File: src/rtl/counter_pkg.sv
// Shared types and constants for the counter library.
package counter_pkg;

  typedef enum logic {
    IDLE = 1'b0,
    RUN  = 1'b1
  } state_e;

  localparam logic MODE_ONESHOT  = 1'b0;
  localparam logic MODE_PERIODIC = 1'b1;

endpackage

File: src/rtl/down_counter_timer_if.sv
// Control/status bundle for down_counter_timer.
interface down_counter_timer_if #(
  parameter int W = 4
);
  logic         load;
  logic [W-1:0] load_val;
  logic         en;
  logic         mode;
  logic [W-1:0] q;
  logic         tc;
  logic         busy;

  modport master (output load, load_val, en, mode, input q, tc, busy);
  modport slave  (input load, load_val, en, mode, output q, tc, busy);
endinterface

File: src/rtl/tff_sync.sv
// T flip-flop with synchronous active-low reset and parallel load.
// Load wins over toggle.
module tff_sync (
  input  logic clk,
  input  logic rst,
  input  logic t_i,
  input  logic ld_i,
  input  logic d_i,
  output logic q_o
);

  logic q_q;

  // reset, then load, then toggle
  always_ff @(posedge clk) begin
    if (!rst)      q_q <= 1'b0;
    else if (ld_i) q_q <= d_i;
    else if (t_i)  q_q <= ~q_q;
  end

  assign q_o = q_q;

endmodule

File: src/rtl/down_counter_timer.sv
// Programmable down-counter/timer, one-shot or periodic auto-reload.
// The count itself lives in a chain of T flip-flops; this level owns the
// IDLE/RUN FSM, the reload register and the terminal-count pulse.
module down_counter_timer
  import counter_pkg::*;
#(
  parameter int W = 4
) (
  input logic                 clk,
  input logic                 rst,
  down_counter_timer_if.slave bus
);

  state_e       state_q;
  logic [W-1:0] reload_q;
  logic         tc_q;
  logic [W-1:0] cnt_q;

  logic         step;        // a decrement is due this edge
  logic         term;        // this edge is a terminal edge (q==1)
  logic         reload_hit;  // periodic wrap back to the reload value
  logic         ld_all;
  logic [W-1:0] ld_val;
  logic [W-1:0] zero_below;  // bits [i-1:0] of the count are all zero

  // Count only in RUN with enable, and never on a load edge.
  assign step       = (state_q == RUN) && bus.en && !bus.load;
  assign term       = step && (cnt_q == W'(1));
  assign reload_hit = term && (bus.mode == MODE_PERIODIC);
  assign ld_all     = bus.load || reload_hit;
  assign ld_val     = bus.load ? bus.load_val : reload_q;

  // Down-count borrow chain: bit i flips when every lower bit is zero.
  // In one-shot mode the terminal step is just 1 -> 0, a plain decrement.
  assign zero_below[0] = 1'b1;
  for (genvar i = 1; i < W; i++) begin : g_borrow
    assign zero_below[i] = zero_below[i-1] & ~cnt_q[i-1];
  end

  for (genvar i = 0; i < W; i++) begin : g_bit
    tff_sync u_tff (
      .clk  (clk),
      .rst  (rst),
      .t_i  (step & zero_below[i]),
      .ld_i (ld_all),
      .d_i  (ld_val[i]),
      .q_o  (cnt_q[i])
    );
  end

  // FSM, reload register and registered terminal-count pulse.
  always_ff @(posedge clk) begin
    if (!rst) begin
      state_q  <= IDLE;
      reload_q <= '0;
      tc_q     <= 1'b0;
    end else if (bus.load) begin
      reload_q <= bus.load_val;
      tc_q     <= 1'b0;
      state_q  <= (bus.load_val != '0) ? RUN : IDLE;
    end else if (term) begin
      tc_q <= 1'b1;
      if (bus.mode == MODE_ONESHOT) state_q <= IDLE;
    end else begin
      tc_q <= 1'b0;
    end
  end

  assign bus.q    = cnt_q;
  assign bus.tc   = tc_q;
  assign bus.busy = (state_q == RUN);

endmodule
File: src/flat_wrapper.sv
// flat-port wrapper written by rule: the top's interface ports become plain ports
module down_counter_timer_flat import counter_pkg::*;
#(
  parameter int W = 4
)
  (clk, rst, bus_load, bus_load_val, bus_en, bus_mode, bus_q, bus_tc, bus_busy);
  down_counter_timer_if #(.W(W)) bus_i ();
  input logic clk;
  input logic rst;
  input wire logic [$bits(bus_i.load)-1:0] bus_load;
  input wire logic [$bits(bus_i.load_val)-1:0] bus_load_val;
  input wire logic [$bits(bus_i.en)-1:0] bus_en;
  input wire logic [$bits(bus_i.mode)-1:0] bus_mode;
  output wire logic [$bits(bus_i.q)-1:0] bus_q;
  output wire logic [$bits(bus_i.tc)-1:0] bus_tc;
  output wire logic [$bits(bus_i.busy)-1:0] bus_busy;
  assign bus_i.load = bus_load;
  assign bus_i.load_val = bus_load_val;
  assign bus_i.en = bus_en;
  assign bus_i.mode = bus_mode;
  assign bus_q = bus_i.q;
  assign bus_tc = bus_i.tc;
  assign bus_busy = bus_i.busy;
  down_counter_timer #(.W(W)) u_core (.clk(clk), .rst(rst), .bus(bus_i));
endmodule
File: config.mk
export PLATFORM = sky130hd
export DESIGN_NAME = down_counter_timer_flat
export DESIGN_NICKNAME = d
export VERILOG_FILES = /design/src/rtl/counter_pkg.sv /design/src/rtl/down_counter_timer_if.sv /design/src/rtl/tff_sync.sv /design/src/rtl/down_counter_timer.sv /design/src/flat_wrapper.sv
export SDC_FILE = /design/constraint.sdc
export NUM_CORES = 1
export LEC_CHECK = 0
export ABC_AREA = 1
export CORE_AREA = 2 2 41 43
export CTS_CLUSTER_DIAMETER = 50
export DETAILED_ROUTE_END_ITERATION = 10
export DIE_AREA = 0 0 43 45
export GPL_TIMING_DRIVEN = 0
export PLACE_DENSITY = 0.71
export SLEW_MARGIN = 10
export SYNTH_ARGS = -nofsm -noshare
export SYNTH_HDL_FRONTEND = slang
export SYNTH_SLANG_ARGS = --single-unit
File: constraint.sdc
create_clock -name clk -period 1 [get_ports clk]
set_input_delay 0.15 -clock clk [delete_from_list [all_inputs] [get_ports clk]]
set_output_delay 0.15 -clock clk [all_outputs]
set_load 0.005 [all_outputs]
# == Yosys cells after proc, flatten, opt, wreduce, memory -nomap -nowiden ==
# Index checks and enable logic that the tools add are counted.
# word_totals
register_bits,10
word_cells,47
input_bits,9
out_inout_bits,6
# op_classes
eq_ne,2
n_reduce_logical,14
muxes,14
bitwise_logic,10
# ops
operator,n
2-to-1 mux 1 bit,13
nonzero test 2 bit,5
bitwise AND 1 bit,5
NOT 1 bit,5
"equality test 4 x 1 -> 1 bit, second input constant",1
logical AND 1 bit,4
2-to-1 mux 4 bit,1
nonzero test 4 bit,1
"inequality test 2 bit, second input constant",1
AND reduction 2 bit,1
OR reduction 2 bit,1
zero test 1 bit,1
logical OR 1 bit,1

# == Depth between registers and ports, before layout ==
# logic_depth
ltp_word,6
ltp_mapped,8
depth_no_buf,8

# == By module ==
# A second synthesis with hierarchy kept.
# hier_totals
cells_unflattened,86
area_unflattened_um2,533.0
# by_module_without_submodules
mod,cells_each,area_per_inst_um2,n_inst
down_counter_timer,50,322.8,1
tff_sync,9,52.6,4

# == Least setup slack after synthesis ==
# Ideal clock, no wire load.
# synth_timing
kind,reg-to-reg
from,"register u_core.state_q, in the netlist u_core.bus.busy"
to,register u_core.g_bit[1].u_tff.q_q
path_slack_ps,-41
stages_incl_launch_ff,8
synth_period_minus_slack_ps,1041
setup_ps,113
t_arrival_ps,929
cell_sequence,dfxtp_1 -> nand2_1 -> nor2_4 -> nand2_1 -> o21ai_0 -> inv_1 -> nand2_1 -> nor2_1
# synth_via
elab_chain_cells,6
word_cells_on_any_way,8
# synth_rtl
element,line,rtl
start: declaration,down_counter_timer.sv:14,state_e state_q;
start signal: assignment,down_counter_timer.sv:60,state_q <= (bus.load_val != '0) ? RUN : IDLE;
logical AND 1 bit (*) (2 in a row),down_counter_timer.sv:27,assign step = (state_q == RUN) && bus.en && !bus.load;
logical AND 1 bit,down_counter_timer.sv:28,assign term = step && (cnt_q == W'(1));
logical AND 1 bit,down_counter_timer.sv:29,assign reload_hit = term && (bus.mode == MODE_PERIODIC);
logical OR 1 bit,down_counter_timer.sv:30,assign ld_all = bus.load || reload_hit;
2-to-1 mux 1 bit or nonzero test 2 bit (tied branches),n/a,
end signal: assignment,tff_sync.sv:17,else if (ld_i) q_q <= d_i;
end signal: assignment,tff_sync.sv:18,else if (t_i) q_q <= ~q_q;
end: declaration,tff_sync.sv:12,logic q_q;
# Mark *: on every way between the ends. The rest lies on a longest branch, timed or not.
# A chain may end at the register's enable or synchronous reset.

# == Worst setup path after layout ==
# layout_timing
from,register u_core.g_bit[1].u_tff.q_q
to,register u_core.g_bit[2].u_tff.q_q
# layout_via
elab_chain_cells,5
word_cells_on_any_way,9
# layout_rtl
element,line
equality test 4 x 1 -> 1 bit,down_counter_timer.sv:28
logical AND 1 bit,down_counter_timer.sv:28
logical AND 1 bit,down_counter_timer.sv:29
logical OR 1 bit,down_counter_timer.sv:30
2-to-1 mux 1 bit or nonzero test 2 bit (tied branches),n/a
end signal: assignment,tff_sync.sv:17
end signal: assignment,tff_sync.sv:18
end: declaration,tff_sync.sv:12
# Parallel ways exist; a longest one is shown, timed or not.

==> metrics.yaml <==
run_status:
  status: "finished, violations left"
  violations: "negative setup slack"
setup_path:
  rr_startpoint: "u_core.g_bit[1].u_tff.q_o"
  cp.required_ns: 1.17
  reg2reg_depth: 9
  crit_end: "u_core.g_bit[2].u_tff.q_o"
  critical_path.startpoint: "u_core.g_bit[1].u_tff.q_o"
  endpoint_kind: "flip-flop"
  rr_endpoint: "u_core.g_bit[2].u_tff.q_o"
  critical_path_class: "reg2reg"
  start_kind: "flip-flop"
  critPathMaxFanout: 5
  rrSetupSlack_ns: -0.13
  worstPathArrival_ns: 1.30
cells_and_area:
  final_area_sq_um: 903
  n_antenna_cell: 0
  layout_commonest_cell: "nand2_1"
  layout_common_cells: "nand2_1 (17), nor2_1 (10), buf_6 (9), buf_4 (9), clkdlybuf4s50_1 (6)"
  fillers: 130
  multi_input_area_sq_um: 327
  area_growth_syn_to_layout_pct: 64.1
  finalNetCount: 115
  regArea_sq_um: 214
  drive_gt1_share_pct: 43.8
routing:
  drt-total-wl_um: 1390
  drtIter0Drc: 5
  drtAntennaViolNets: 0
  route.detailed.drc: 0
  wire_per_inst_um: 11.5
  firstDrtPassIters: 4
  vias: 589
  vias_per_cell: 4.87
cts:
  hold_buffers: 0
  cts_root_buf: "clkbuf_4"
  numCtsBuffers: 3
  cts_tree: "yes"
  clk_latency_ns: 0.28
  clock_sinks: 10
  htree_levels: 1
  clk_pin_slew_worst_paths_ns: 0.07
  cts_buffer_depth: 2
timing:
  hold_ws_ns: 0.244
  setup_tns_ns: -0.654
  finalSetupViolations: 7
  period_needed_ns: 1.13
  worst_slack_ns: -0.127
  hold_viol: 0
  finClkSkew_ns: 0.00759
  grt_setup_unrepaired: "true"
  max_freq_ghz: 0.887
  worst_slew_pin_slew_ns: 0.313
  layout_worst_path_cycle_share_pct: 113
  slew_headroom_pct: 78.9
  slew_viol_final: 0
power:
  p_int_mw: 0.807
  clkPwrFrac_pct: 33.5
  seq_power_share_pct: 39.6
  combinationalPowerShare_pct: 26.9
  p_sw_mw: 0.312
  power_density_nw_per_um2: 1240
  total_power_mw: 1.12
  p_leak_nw: 0.442
  swShare_pct: 27.9
  ir_drop_mv: 1.05
floorplan:
  dieArea_sq_um: 1940
  core_sq_um: 1470
  die_y_um: 45
  pin_count: 15
  start_util_pct: 37.4
  core.rowCount: 14
  die_x_um: 43
grt:
  grt_pass1_vias: 482
  grt_usage_pct: 13.9
  overflow: 0
  grt_pass1_wl_um: 1950
  grt_max_degree: 11
  antenna_found_initial: 0
logic_synthesis:
  synth_area_sq_um: 551
  synth_cells: 79
  synth_fp_nets: 88
  yosysWarningCount: 0
  ys_ff_latch: 10
  yosysUniqueCellTypes: 19
  ys_seq_area_share_pct: 36.4
  synth.avg_cell_area_sq_um: 6.97
placement:
  gp_congestion: 0.781
  port_buffers: 13
  post_dp_cell_area_sq_um: 703
  place_hpwl_um: 815
job:
  maxCapViolations: 0
hold_path:
  hold_path_class: "in2reg"
[cell type report]
| type | count | share of cell area [%] |
|---|---|---|
| multi-input cells | 55 | 36.1 |
| flip-flops and latches | 10 | 23.7 |
| repair buffers | 22 | 23.4 |
| plain buffers | 5 | 5.40 |
| inverters | 9 | 5.12 |
| clock buffers | 4 | 4.02 |
| well taps | 16 | 2.22 |
[metrics by stage]
stage	instances	worst slack [ns]	util, %
finish	121	-0.127	61.4
global route	121	-0.197	61.4
CTS	117	-0.177	52.7
detailed placement	108	-0.411	47.8
global placement	108	-0.400	47.8
floorplan	79	0.00849	-
[cells in the mapped netlist]
cell	count	share of area, %
nand3_1	5	4.5
o21bai_1	1	1.4
buf_6	1	2.0
mux2i_1	1	1.8
nand2_2	1	1.1
a21oi_1	2	1.8
nand2_1	23	16
o21ai_0	2	1.8
inv_8	1	2.0
nor2_2	2	2.3
buf_4	4	5.5
inv_1	8	5.5
and3_1	1	1.1
nand4_1	1	1.1
nand3_2	2	3.6
nor2_1	11	7.5
nor2_4	1	2.0
a21boi_0	2	2.7
dfxtp_1	10	36
[power by group through the flow]
| stage | sequential (mW) | combinational (mW) | clock, mW |
|---|---|---|---|
| global placement | 0.452 | 0.203 | 0 |
| detailed placement | 0.453 | 0.205 | 0 |
| global route | 0.446 | 0.326 | 0.405 |
| finish | 0.443 | 0.301 | 0.375 |
| CTS | 0.440 | 0.226 | 0.373 |
| floorplan | 0.449 | 0.124 | 0 |
[routing by layer]
metal | up-vias | GRT usage [%] | routed length (um)
met5 | - | 0 | 0
met4 | 0 | 7.27 | 55
met3 | 9 | 6.40 | 73
met2 | 15 | 22.4 | 696
met1 | 273 | 15.6 | 564
li1 | 292 | - | -
[worst min-delay path by stage]
stage | from | end | slack [ns] | cells after the start
finish | bus_load | u_core.reload_q[1] | 0.24 | 3
global route | bus_load | u_core.reload_q[1] | 0.27 | 3
detailed placement | u_core.reload_q[2] | u_core.reload_q[2] | 0.50 | 2
global placement | u_core.reload_q[1] | u_core.reload_q[1] | 0.49 | 2
floorplan | rst | u_core.reload_q[0] | 0.27 | 2
CTS | bus_load | u_core.reload_q[1] | 0.25 | 3
[registers in the layout, summed over array words and instances (netlist names)]
signal and cells:
u_core.bus.tc 1, u_core.g_bit.u_tff.q_o 4, u_core.reload_q 4, u_core.bus.busy 1
[what timing repair did]
action,4_1_cts,5_1_grt
setup endpoints to repair,11,11
gates resized for setup,27,26
gates cloned,0,0
setup buffers,6,4
pin swaps,5,6
[cell families (layout without fill, tap and decap cells)]
| logic type | Yosys count | in the layout | synth area share [%] |
|---|---|---|---|
| buf+inv | 14 | 40 | 15.0 |
| compound gates | 7 | 7 | 7.73 |
| simple gates | 47 | 47 | 39.1 |
| flops | 10 | 10 | 36.4 |
| mux | 1 | 1 | 1.82 |
[worst max-delay path, cell delays in order (launching register included)]
cell     delay [ns]
dfxtp_2        0.32
buf_6          0.12
inv_6          0.05
nand2_4        0.04
nor2_4         0.11
nand3_4        0.12
nand2_4        0.10
nand2_1        0.05
nand2_1        0.06
nor2_1         0.05
(Power assumes the default switching activity.)
